--- src/rtl/asic_watch_pkg.sv ---
// Shared constants and types for the asic_watch configuration transmitter.
package asic_watch_pkg;

    // Word offsets of the two registers relative to the base address
    localparam int unsigned REG_CFG  = 0;
    localparam int unsigned REG_CTRL = 1;

    // Field layout of the configuration word
    localparam int unsigned HOURS_LSB = 0;
    localparam int unsigned HOURS_W   = 5;
    localparam int unsigned MIN_LSB   = 5;
    localparam int unsigned MIN_W     = 6;
    localparam int unsigned CFG_W     = 12;

    // Largest legal field values
    localparam int unsigned MAX_HOURS = 23;
    localparam int unsigned MAX_MIN   = 59;

    // Width of the hold counter; covers HOLD_CYCLES up to 255
    localparam int unsigned CNT_W = 8;

    typedef enum logic {
        IDLE,
        HOLD
    } cfg_tx_state_t;

    typedef struct packed {
        logic               rsvd;
        logic [MIN_W-1:0]   min;
        logic [HOURS_W-1:0] hr;
    } cfg_word_t;

endpackage

--- src/rtl/asic_watch_cfg_check.sv ---
// Combinational range check of a time setting: hours 0..23, minutes 0..59.
module asic_watch_cfg_check
    import asic_watch_pkg::*;
(
    input  logic [HOURS_W-1:0] hr_i,
    input  logic [MIN_W-1:0]   min_i,
    output logic               valid_o
);

    logic hr_ok;
    logic min_ok;

    assign hr_ok   = (hr_i <= HOURS_W'(MAX_HOURS));
    assign min_ok  = (min_i <= MIN_W'(MAX_MIN));
    assign valid_o = hr_ok & min_ok;

endmodule

--- src/rtl/asic_watch_cfg_tx.sv ---
// Wishbone slave that range-checks time settings and hands accepted ones to
// the watch core with a dvalid pulse held for HOLD_CYCLES clocks.
module asic_watch_cfg_tx
    import asic_watch_pkg::*;
#(
    parameter logic [31:0] BASE_ADDR   = 32'h3000_0000,
    parameter int unsigned HOLD_CYCLES = 4
) (
    input  logic             sysclk_i,
    input  logic             rst_i,
    input  logic             wbs_cyc_i,
    input  logic             wbs_stb_i,
    input  logic             wbs_we_i,
    input  logic [3:0]       wbs_sel_i,
    input  logic [31:0]      wbs_adr_i,
    input  logic [31:0]      wbs_dat_i,
    output logic             wbs_ack_o,
    output logic [31:0]      wbs_dat_o,
    output logic             dvalid_o,
    output logic [CFG_W-1:0] cfg_o,
    output logic             smode_o
);

    localparam logic [29:0]      CfgWord  = BASE_ADDR[31:2] + 30'(REG_CFG);
    localparam logic [29:0]      CtrlWord = BASE_ADDR[31:2] + 30'(REG_CTRL);
    localparam logic [CNT_W-1:0] HoldInit = CNT_W'(HOLD_CYCLES - 1);

    // FSM and hold counter
    cfg_tx_state_t    state_q, state_d;
    logic [CNT_W-1:0] cnt_q, cnt_d;
    logic             busy;

    // Register file
    logic [CFG_W-1:0] cfg_q;
    logic             smode_q;
    logic             err_q;

    // Bus response
    logic             ack_q;
    logic [31:0]      rdata_q;
    logic [31:0]      rdata_d;

    // Request decode
    logic [29:0]      word_adr;
    logic             req;
    logic             hit_cfg;
    logic             hit_ctrl;
    logic             cfg_wr;
    logic             stall;
    logic             accept;
    logic             cfg_en;
    logic             range_ok;
    logic             cfg_ok;
    logic             cfg_bad;
    logic             ctrl_wr;
    cfg_word_t        wr_word;

    // Address low bits, upper selects and upper data bits have no function
    logic             unused_bits;
    assign unused_bits = ^{wbs_adr_i[1:0], wbs_sel_i[3:2], wbs_dat_i[31:11]};

    assign word_adr = wbs_adr_i[31:2];
    assign hit_cfg  = (word_adr == CfgWord);
    assign hit_ctrl = (word_adr == CtrlWord);

    // A new request is only recognised while no ack is being returned
    assign req      = wbs_cyc_i & wbs_stb_i & ~ack_q;
    assign cfg_wr   = req & wbs_we_i & hit_cfg;

    // CFG writes wait out an active hold; reads and CTRL writes never wait
    assign stall    = cfg_wr & (state_q == HOLD);
    assign accept   = req & ~stall;

    assign wr_word  = '{rsvd: 1'b0,
                        min:  wbs_dat_i[MIN_LSB +: MIN_W],
                        hr:   wbs_dat_i[HOURS_LSB +: HOURS_W]};

    asic_watch_cfg_check u_check (
        .hr_i    (wr_word.hr),
        .min_i   (wr_word.min),
        .valid_o (range_ok)
    );

    // Only a full low-halfword write updates the configuration
    assign cfg_en  = accept & cfg_wr & (wbs_sel_i[1:0] == 2'b11);
    assign cfg_ok  = cfg_en & range_ok;
    assign cfg_bad = cfg_en & ~range_ok;
    assign ctrl_wr = accept & wbs_we_i & hit_ctrl & wbs_sel_i[0];

    // State register and hold counter
    always_ff @(posedge sysclk_i) begin
        if (rst_i) begin
            state_q <= IDLE;
            cnt_q   <= '0;
        end else begin
            state_q <= state_d;
            cnt_q   <= cnt_d;
        end
    end

    // Next-state logic: enter HOLD on an accepted write, count down to exit
    always_comb begin
        state_d = state_q;
        cnt_d   = cnt_q;
        unique case (state_q)
            IDLE: begin
                if (cfg_ok) begin
                    state_d = HOLD;
                    cnt_d   = HoldInit;
                end
            end
            HOLD: begin
                if (cnt_q == '0) begin
                    state_d = IDLE;
                end else begin
                    cnt_d = cnt_q - 1'b1;
                end
            end
        endcase
    end

    // FSM outputs: dvalid is asserted for every cycle spent in HOLD
    always_comb begin
        dvalid_o = 1'b0;
        busy     = 1'b0;
        if (state_q == HOLD) begin
            dvalid_o = 1'b1;
            busy     = 1'b1;
        end
    end

    // Configuration, safe-mode and sticky error registers
    always_ff @(posedge sysclk_i) begin
        if (rst_i) begin
            cfg_q   <= '0;
            smode_q <= 1'b0;
            err_q   <= 1'b0;
        end else begin
            if (cfg_ok) begin
                cfg_q <= wr_word;
            end
            if (cfg_bad) begin
                err_q <= 1'b1;
            end else if (ctrl_wr && wbs_dat_i[1]) begin
                err_q <= 1'b0;
            end
            if (ctrl_wr) begin
                smode_q <= wbs_dat_i[0];
            end
        end
    end

    // Read data mux; unmapped addresses read as zero
    always_comb begin
        rdata_d = '0;
        if (hit_cfg) begin
            rdata_d = {20'b0, cfg_q};
        end else if (hit_ctrl) begin
            rdata_d = {16'b0, cfg_q, 1'b0, busy, err_q, smode_q};
        end
    end

    // Registered ack and read data; data is zero outside a read ack
    always_ff @(posedge sysclk_i) begin
        if (rst_i) begin
            ack_q   <= 1'b0;
            rdata_q <= '0;
        end else begin
            ack_q   <= accept;
            rdata_q <= (accept && !wbs_we_i) ? rdata_d : '0;
        end
    end

    assign wbs_ack_o = ack_q;
    assign wbs_dat_o = rdata_q;
    assign cfg_o     = cfg_q;
    assign smode_o   = smode_q;

endmodule

--- config.mk ---
export PLATFORM = sky130hd
export DESIGN_NAME = asic_watch_cfg_tx
export DESIGN_NICKNAME = d
export VERILOG_FILES = /design/src/rtl/asic_watch_pkg.sv /design/src/rtl/asic_watch_cfg_check.sv /design/src/rtl/asic_watch_cfg_tx.sv
export SDC_FILE = /design/constraint.sdc
export NUM_CORES = 1
export LEC_CHECK = 0
export BUFFER_PORTS_ARGS = -buffer_cell sky130_fd_sc_hd__buf_4
export CORE_UTILIZATION = 30
export DETAILED_ROUTE_END_ITERATION = 7
export GPL_TIMING_DRIVEN = 0
export PLACE_DENSITY_LB_ADDON = 0.25
export SYNTH_ARGS = -nofsm -noshare
export SYNTH_HDL_FRONTEND = slang
export SYNTH_SLANG_ARGS = --single-unit
--- constraint.sdc ---
create_clock -name sysclk_i -period 2.5 [get_ports sysclk_i]
set_input_delay 0 -clock sysclk_i [delete_from_list [all_inputs] [get_ports sysclk_i]]
set_output_delay 0 -clock sysclk_i [all_outputs]
set_load 0.01 [all_outputs]
# Yosys cells after proc, flatten, opt, wreduce, memory -nomap -nowiden
# Index checks and enable logic that the tools add are counted.
# classes
n_lt_le_gt_ge,2
reduce_logical,9
n_eq_ne,5
bitwise_logic,20
n_addsub,1
muxes,11
# op_table
op,count
$eq 30x28->1 const B,2
$mux 11,2
$mux 8,2
$pmux 8 s2,1
$and 1x1->1,14
$logic_not 8->1,1
$sub 8x1->8 const B,1
$le 6x6->1 const B,1
$not 1->1,6
$le 5x5->1 const B,1
$mux 1,5
$ne 2x2->1 const B,2
$reduce_or 4->1,1
$reduce_or 3->1,1
$eq 2x2->1 const B,1
$logic_and 1x1->1,2
$pmux 1 s2,1
$reduce_and 2->1,1
$reduce_bool 2->1,1
$reduce_or 2->1,1
$logic_not 1->1,1
# word_totals
wordCells,58
inputBits,73
ff_bits,54

# Longest topological paths before layout
# Gate-level depths: netlist of the first run.
# logic_depth
word_depth,13
mapped_depth,7
ltp_nobuf,7

# Cells and area by module
# A second synthesis of the first run with hierarchy kept.
# unflattened
cells_unflattened,186
area_unflattened_um2,1850.5
# modules_own_cells
mod,cells_each,area_per_inst_um2,seq_area_each_um2,instances
asic_watch_cfg_tx,184,1833.0,760.7,1
asic_watch_cfg_check,2,17.5,0.0,1

# Worst setup path before layout of the first run
# OpenSTA, ideal clock, no wires.
# synth_timing
kind,register to register
start,reg cnt_q[0]
end,reg cnt_q[2]
path_stages_with_launch,8
arrival_ps,1665
setup_ps,131
n_path_buf,0
slack_ps,704
path_cell_list,dfxtp_1 inv_1 ha_1 or4b_4 o41ai_4 inv_1 a21oi_1 a311oi_1
# synth_between
elab_chain_len,3
elab_cells_between_ends,6
classes_between,add/sub: 1; eq/ne: 1; mux: 2; reduce/logical: 2
# synth_rtl
element,line,text
start: declaration,asic_watch_cfg_tx.sv:30,"logic [CNT_W-1:0] cnt_q, cnt_d;"
start signal: assignment,asic_watch_cfg_tx.sv:97,cnt_q <= cnt_d;
$sub 8x1->8 / $logic_not 8->1 (equally long branches),"asic_watch_cfg_tx.sv:116, asic_watch_cfg_tx.sv:113",
$mux 8 / $ne 2x2->1 (equally long branches),-,
$pmux 8 s2 / $reduce_and 2->1 (equally long branches),-,
# Parallel ways exist; a longest one is shown, timed or not. The select of a mux whose other input is x is not followed.
# A chain may end at the register's enable or synchronous reset.

# Final worst setup path of the first run
# layout_timing
start,reg cnt_q[0]
end,reg cnt_q[5]
# Same word-level chain as after synthesis.

==> metrics.md, run 1 <==
| Metric | Value |
|---|---|
| GRT Overall Usage | 14.5% |
| Post-CTS resize count | 0 |
| Core area | 0.00554 mm2 |
| Slowest stage delay, CP | 0.52 ns |
| P_leak | 0.00135 uW |
| Yosys top cell by area | dfxtp_1 |
| Status | finished clean |
| Share of cells above drive strength 1 | 39.8% |
| Worst slew pin tran | 0.513 ns |
| Die W | 77.9 um |
| DR iter-0 viols | 45 |
| Slowest-stage cell, CP | or4b_4 |
| DR vias | 1591 |
| HP Start | wbs_we_i |
| Post-synth EDFFs | 0 |
| First-pass GRT wire length | 6.87 mm |
| Hold path cells | 4 |
| Post-Synthesis Cells | 176 |
| Worst vdd ir | 0.000225 V |
| Commonest non-fill, non-tap cell in the layout | buf_4 |
| Die Area | 0.00607 mm2 |
| Avg Synthesized Cell Area | 9.82 um2 |
| Ports | 120 |
| Reg-to-reg startpoint | cnt_q[0] |
| CP delay by family, top | compound AO/OA/AOI/OAI gates |
| Post-synth top area share | 44.0% |
| Worst flop-to-flop path endpoint | cnt_q[5] |
| FF-to-FF setup slack | 0.48 ns |
| WL final | 4.13 mm |
| # rows | 27 |
| Skew final | 0.00458 ns |
| Startpoint Class | flip-flop |
| Final non-filler cell area | 0.00270 mm2 |
| CTS tree | done |
| Pwr/cell area | 470 mW/mm2 |
| Post-Syn Area | 0.00173 mm2 |
| Most common cell on crit path | inv_1 |
| Yosys cell types | 44 |
| Critical path buffer and inverter count | 2 |
| Commonest non-fill, non-tap cells in the layout | buf_4 (95), dfxtp_1 (38), nor2_1 (19) |
| FMAX | 495 MHz |
| CTS max path bufs | 2 |
| Avg WL per Cell | 11.4 um |
| Final max-slew violation count | 0 |
| Nature of the critical path endpoint | flip-flop |
| Worst-path cell chain | inv_1 > ha_1 > or4b_4 > o41ai_4 > inv_1 > a21oi_1 > a311oi_1 |
| CP Class | flip-flop to flip-flop |
| RSZ-0062 raised after global routing | false |
| Max Cap Violations | 0 |
| Die height | 77.9 um |
| Largest fanout on the critical path | 7 |
| Period utilisation layout | 80.8% |
| H-tree depth | 2 |
| Final Wtd Congestion | 0.730 |
| IO buf count | 76 |
| Placed cell area | 0.00245 mm2 |
| Clk Latency, worst-skew pair | 0.29 ns |
| Total gr overflow | 0 |
| R2R cell count | 7 |
| Fill cell count | 539 |
| Top FF cell, synth | dfxtp_1 |
| # DRC | 0 |
| Final setup violation count | 0 |
| Dpl hpwl | 3.13 mm |
| Min Tclk post-route | 2.02 ns |
| Worst min path class | primary input to flip-flop |
| TritonCTS Buffers | 5 |
| Post-DR vias/cell | 4.41 |
| Tot Pwr | 1270 uW |
| Req. time, crit path | 2.66 ns |
| Clk root buf | clkbuf_8 |
| Worst hold margin | 0.0634 ns |
| Synth Register Bits | 38 |
| Area growth, synth to finish | 55.9% |
| Max-slew headroom | 65.8% |
| Final Hold Fails | 0 |
| Vias in the first global route | 1494 |
| Asr flop ratio synth | 0% |
| Largest net degree at the start of global routing | 12 |
| # diodes | 0 |
| Register area share after synthesis | 44.0% |
| Reg clk slew, reported paths | 0.07 ns |
| Fin Setup TNS | 0 ns |
| Final nets | 363 |
| Initial Util | 31.2% |
| Yosys warns | 0 |
| # Post-CTS Setup Buffers | 0 |
| Arrival @ worst endpoint | 2.18 ns |
| Antenna violations before repair | 0 |
| Clock sinks | 38 |
| Antenna viol nets, final | 0 |
| Hold endpoint | wbs_ack_o |
| Pre-antenna DRT Iters | 4 |
| Synth top area cells | dfxtp_1 (44%), buf_4 (8.2%), mux2i_1 (7.5%), a22o_1 (5.1%), nor2_1 (4.1%) |
## layout make-up
type	count	area (um2)	area share [%]
Clock buffer	6	82.6	3.06
Sequential cell	38	761	28.2
Tap cell	72	90.1	3.34
Clock inverter	1	30.0	1.11
Multi-Input combinational cell	125	833	30.9
Inverter	6	22.5	0.835
Timing Repair Buffer	89	701	26.0
Buffer	24	176	6.54
## per-stage QoR
stage | instances | util [%] | setup WS [ns]
6_report | 361 | 48.7 | 0.479
5_1_grt | 361 | 48.7 | 0.331
4_1_cts | 361 | 48.7 | 0.479
3_5_place_dp | 341 | 44.3 | 0.489
3_3_place_gp | 341 | 44.3 | 0.489
2_1_floorplan | 193 | - | 0.704
## flip-flops by register name, summed over array words and instances (netlist names)
signal     cells
cfg_o         11
cnt_q          8
err_q          1
smode_o        1
state_q        1
wbs_ack_o      1
wbs_dat_o     15
## report_power, final
| group | switching (uW) | internal (uW) |
|---|---|---|
| logic | 45.9 | 85.6 |
| registers | 0.385 | 605 |
| clock network | 211 | 319 |
## synth_stat cells, types with 2 or more instances
master,n
nor4_1,6
o32ai_1,2
dfxtp_1,38
a311oi_1,2
nand2b_1,4
nand3_1,3
inv_1,6
nor2_1,19
a22o_1,10
a21oi_1,8
buf_2,2
mux2i_1,13
buf_4,19
nor3_1,4
nand2_1,4
and4_1,2
and2_1,5
nand4_1,3
## kinds of logic after synthesis
group           share of synthesized area, %
flops                                   44.0
fa+ha+maj                              0.723
mux                                     7.53
other cells                            0.217
buf+inv                                 11.5
compound gates                          12.6
xor+xnor                               0.507
simple gates                            22.9
## worst min-delay path, stage by stage
cell,delay (ns)
buf_4,0.13
nand2_1,0.06
nor3_1,0.04
nor2_1,0.08
## worst max path at each step
stage / from / end / slack [ns] / cells past startpoint
after global routing: cnt_q[0] / cnt_q[5] / 0.33 / 7
after global placement: cnt_q[0] / cnt_q[2] / 0.49 / 7
after detailed placement: cnt_q[0] / cnt_q[2] / 0.49 / 7
after floorplan: cnt_q[0] / cnt_q[2] / 0.70 / 7
final: cnt_q[0] / cnt_q[5] / 0.48 / 7
after CTS: cnt_q[0] / cnt_q[2] / 0.48 / 7
## routing by layer
metal  wire length, um  global-route usage, %
met4                64                   5.00
met1              1870                   18.8
met5                 0                      0
met3               355                   3.88
met2              1850                   23.1
## repair_timing
| item | CTS | global route |
|---|---|---|
| setup endpoints to repair | 0 | 0 |
| endpoints found under the hold margin | 15 | 0 |
| hold buffers | 13 | 0 |
Power figures use the tool's default switching activity.
==> run 2, diff against run 1 <==
ABC_AREA = 1   (was unset)
clock period = 2 ns   (was 2.5 ns; I/O delays follow)
==> metrics.md, run 2 <==
| Metric | Value |
|---|---|
| Status | finished clean |
| Yosys warns | 0 |
| Register area share after synthesis | 38.9% |
| Worst vdd ir | 0.000431 V |
| Antenna viol nets, final | 0 |
| Die height | 82.8 um |
| M3 GR Usage | 2.75% |
| Post-synth EDFFs | 0 |
| Final setup violation count | 0 |
| Dpl hpwl | 3.62 mm |
| Hold path cells | 4 |
| Initial Util | 31.0% |
| Avg Synthesized Cell Area | 6.99 um2 |
| CTS max path bufs | 2 |
| Yosys cell types | 27 |
| TritonCTS Buffers | 5 |
| Largest fanout on the critical path | 9 |
| # DRC | 0 |
| R2R cell count | 8 |
| Post-CTS resize count | 0 |
| Final Wtd Congestion | 0.759 |
| # rows | 29 |
| Placed Cells | 450 |
| Clock sinks | 38 |
| Clk Latency, worst-skew pair | 0.29 ns |
| Skew final | 0.00896 ns |
| Reg clk slew, reported paths | 0.08 ns |
| Core area | 0.00631 mm2 |
| Post-synth top area share | 38.9% |
| RSZ-0062 raised after global routing | false |
| Most frequent cell after synthesis | nand2_1 |
| Yosys top cell by area | dfxtp_1 |
| Req. time, crit path | 2.19 ns |
| Post-Syn Area | 0.00196 mm2 |
| Most common cell on crit path | inv_1 |
| CP Class | flip-flop to flip-flop |
| Share of cells above drive strength 1 | 31.9% |
| Nature of the critical path endpoint | flip-flop |
| H-tree depth | 2 |
| Area growth, synth to finish | 50.3% |
| GRT Overall Usage | 14.7% |
| Asr flop ratio synth | 0% |
| DR vias | 1923 |
| Pwr/cell area | 595 mW/mm2 |
| Antenna violations before repair | 0 |
| Largest register FFs | 15 |
| Die W | 82.8 um |
| FMAX | 563 MHz |
| DR iter-0 viols | 36 |
| FF-to-FF setup slack | 0.22 ns |
| Arrival @ worst endpoint | 1.96 ns |
| Synth Register Bits | 38 |
| First-pass GRT wire length | 7.56 mm |
| Met1 Resource Use GR | 15.5% |
| CTS tree | done |
| Post-Synthesis Cells | 280 |
| Commonest non-fill, non-tap cells in the layout | buf_4 (96), nand2_1 (56), nor2_1 (55) |
| Slowest stage delay, CP | 0.36 ns |
| Non-Filler Instances | 469 |
| Worst min path class | primary input to flip-flop |
| Clk root buf | clkbuf_8 |
| Top FF cell, synth | dfxtp_1 |
| Final Hold Fails | 0 |
| Total gr overflow | 0 |
| Final max-slew violation count | 0 |
| Fin Setup TNS | 0 ns |
| Met2 Use GR | 27.5% |
| IO buf count | 76 |
| Max Cap Violations | 0 |
| Ports | 120 |
| GRT busiest layer | met2 |
| Startpoint Class | flip-flop |
| Pre-antenna DRT Iters | 4 |
| Worst-path cell chain | inv_1 > ha_1 > nand2_1 > nor3_2 > a31oi_2 > inv_1 > a21oi_1 > nor2_1 |
| P_leak | 0.00147 uW |
| # Post-CTS Setup Buffers | 0 |
| Post-DR vias/cell | 4.10 |
| Min Tclk post-route | 1.78 ns |
| Commonest non-fill, non-tap cell in the layout | buf_4 |
| Slowest-stage cell, CP | a31oi_2 |
| Die Area | 0.00685 mm2 |
| WL final | 4.81 mm |
| # diodes | 0 |
| Period utilisation layout | 88.8% |
| Synth cell count leaders | nand2_1 (56), nor2_1 (55), dfxtp_1 (38), inv_1 (36), buf_4 (20) |
| Vias in the first global route | 1793 |
| Final nets | 465 |
| Avg WL per Cell | 10.2 um |
| Synth top area cells | dfxtp_1 (39%), nand2_1 (11%), nor2_1 (11%), buf_4 (7.7%), inv_1 (6.9%) |
| Largest net degree at the start of global routing | 13 |
==> run 2: layout make-up <==
type	instances	area, um2
Buffer	26	203
Timing Repair Buffer	87	681
Fill cell	653	3370
Sequential cell	38	761
Tap cell	77	96.3
Multi-Input combinational cell	195	915
Clock inverter	2	60.1
Inverter	38	143
Clock buffer	6	82.6
==> run 2: cell families (layout without fill, tap and decap cells) <==
logic type               Yosys count  count (layout)  synth area share [%]
other                              1              18                 0.192
adder cells (fa/ha/maj)            1               1                 0.639
buffers and inverters             64             159                  17.6
flip-flops                        38              38                  38.9
AND/OR/NAND/NOR                  147             147                  33.2
XOR/XNOR                           7               7                  3.13
AO/OA/AOI/OAI                     22              22                  6.33
==> run 2: routing by layer <==
metal | vias up | part of all wire (%) | wire length, um
met5 | - | 0 | 0
met4 | 0 | 2.4 | 116
met3 | 12 | 4.8 | 229
met2 | 45 | 51 | 2460
met1 | 830 | 42 | 2000
li1 | 1036 | - | -
==> run 2: per-stage QoR <==
stage | hold slack (ns) | util (%) | setup slack (ns) | area (um2) | power, uW
finish | 0.0168 | 46.6 | 0.224 | 2940 | 1750
floorplan | 0.135 | - | 0.507 | 2020 | 853
detailed placement | 0.230 | 42.6 | 0.256 | 2690 | 939
CTS | 0.0216 | 46.6 | 0.220 | 2940 | 1750
global route | 0.0479 | 46.6 | 0.0853 | 2940 | 1810
global placement | 0.231 | 42.6 | 0.285 | 2690 | 938
==> run 2: final timing paths <==
kind            start      endpoint
max          cnt_q[0]      cnt_q[7]
min             rst_i  wbs_dat_o[9]
max reg2reg  cnt_q[0]      cnt_q[7]
min reg2reg     err_q         err_q
==> run 2: worst max-delay path, delay by kind of cell, from the launching register on <==
| family | cells | cell delay, ns |
|---|---|---|
| simple gates | 3 | 0.25 |
| buf+inv | 2 | 0.31 |
| flops | 1 | 0.34 |
| compound gates | 2 | 0.55 |
| fa+ha+maj | 1 | 0.21 |
==> run 2: power breakdown <==
group,internal [uW],switching (uW),total (uW)
combinational,110,72.5,182
sequential,757,0.458,757
clock,532,278,810
==> run 2: repair_timing <==
| action | 4_1_cts | 5_1_grt |
|---|---|---|
| hold buffers | 11 | 0 |
| setup endpoints to repair | 0 | 0 |
| hold endpoints to repair | 12 | 0 |
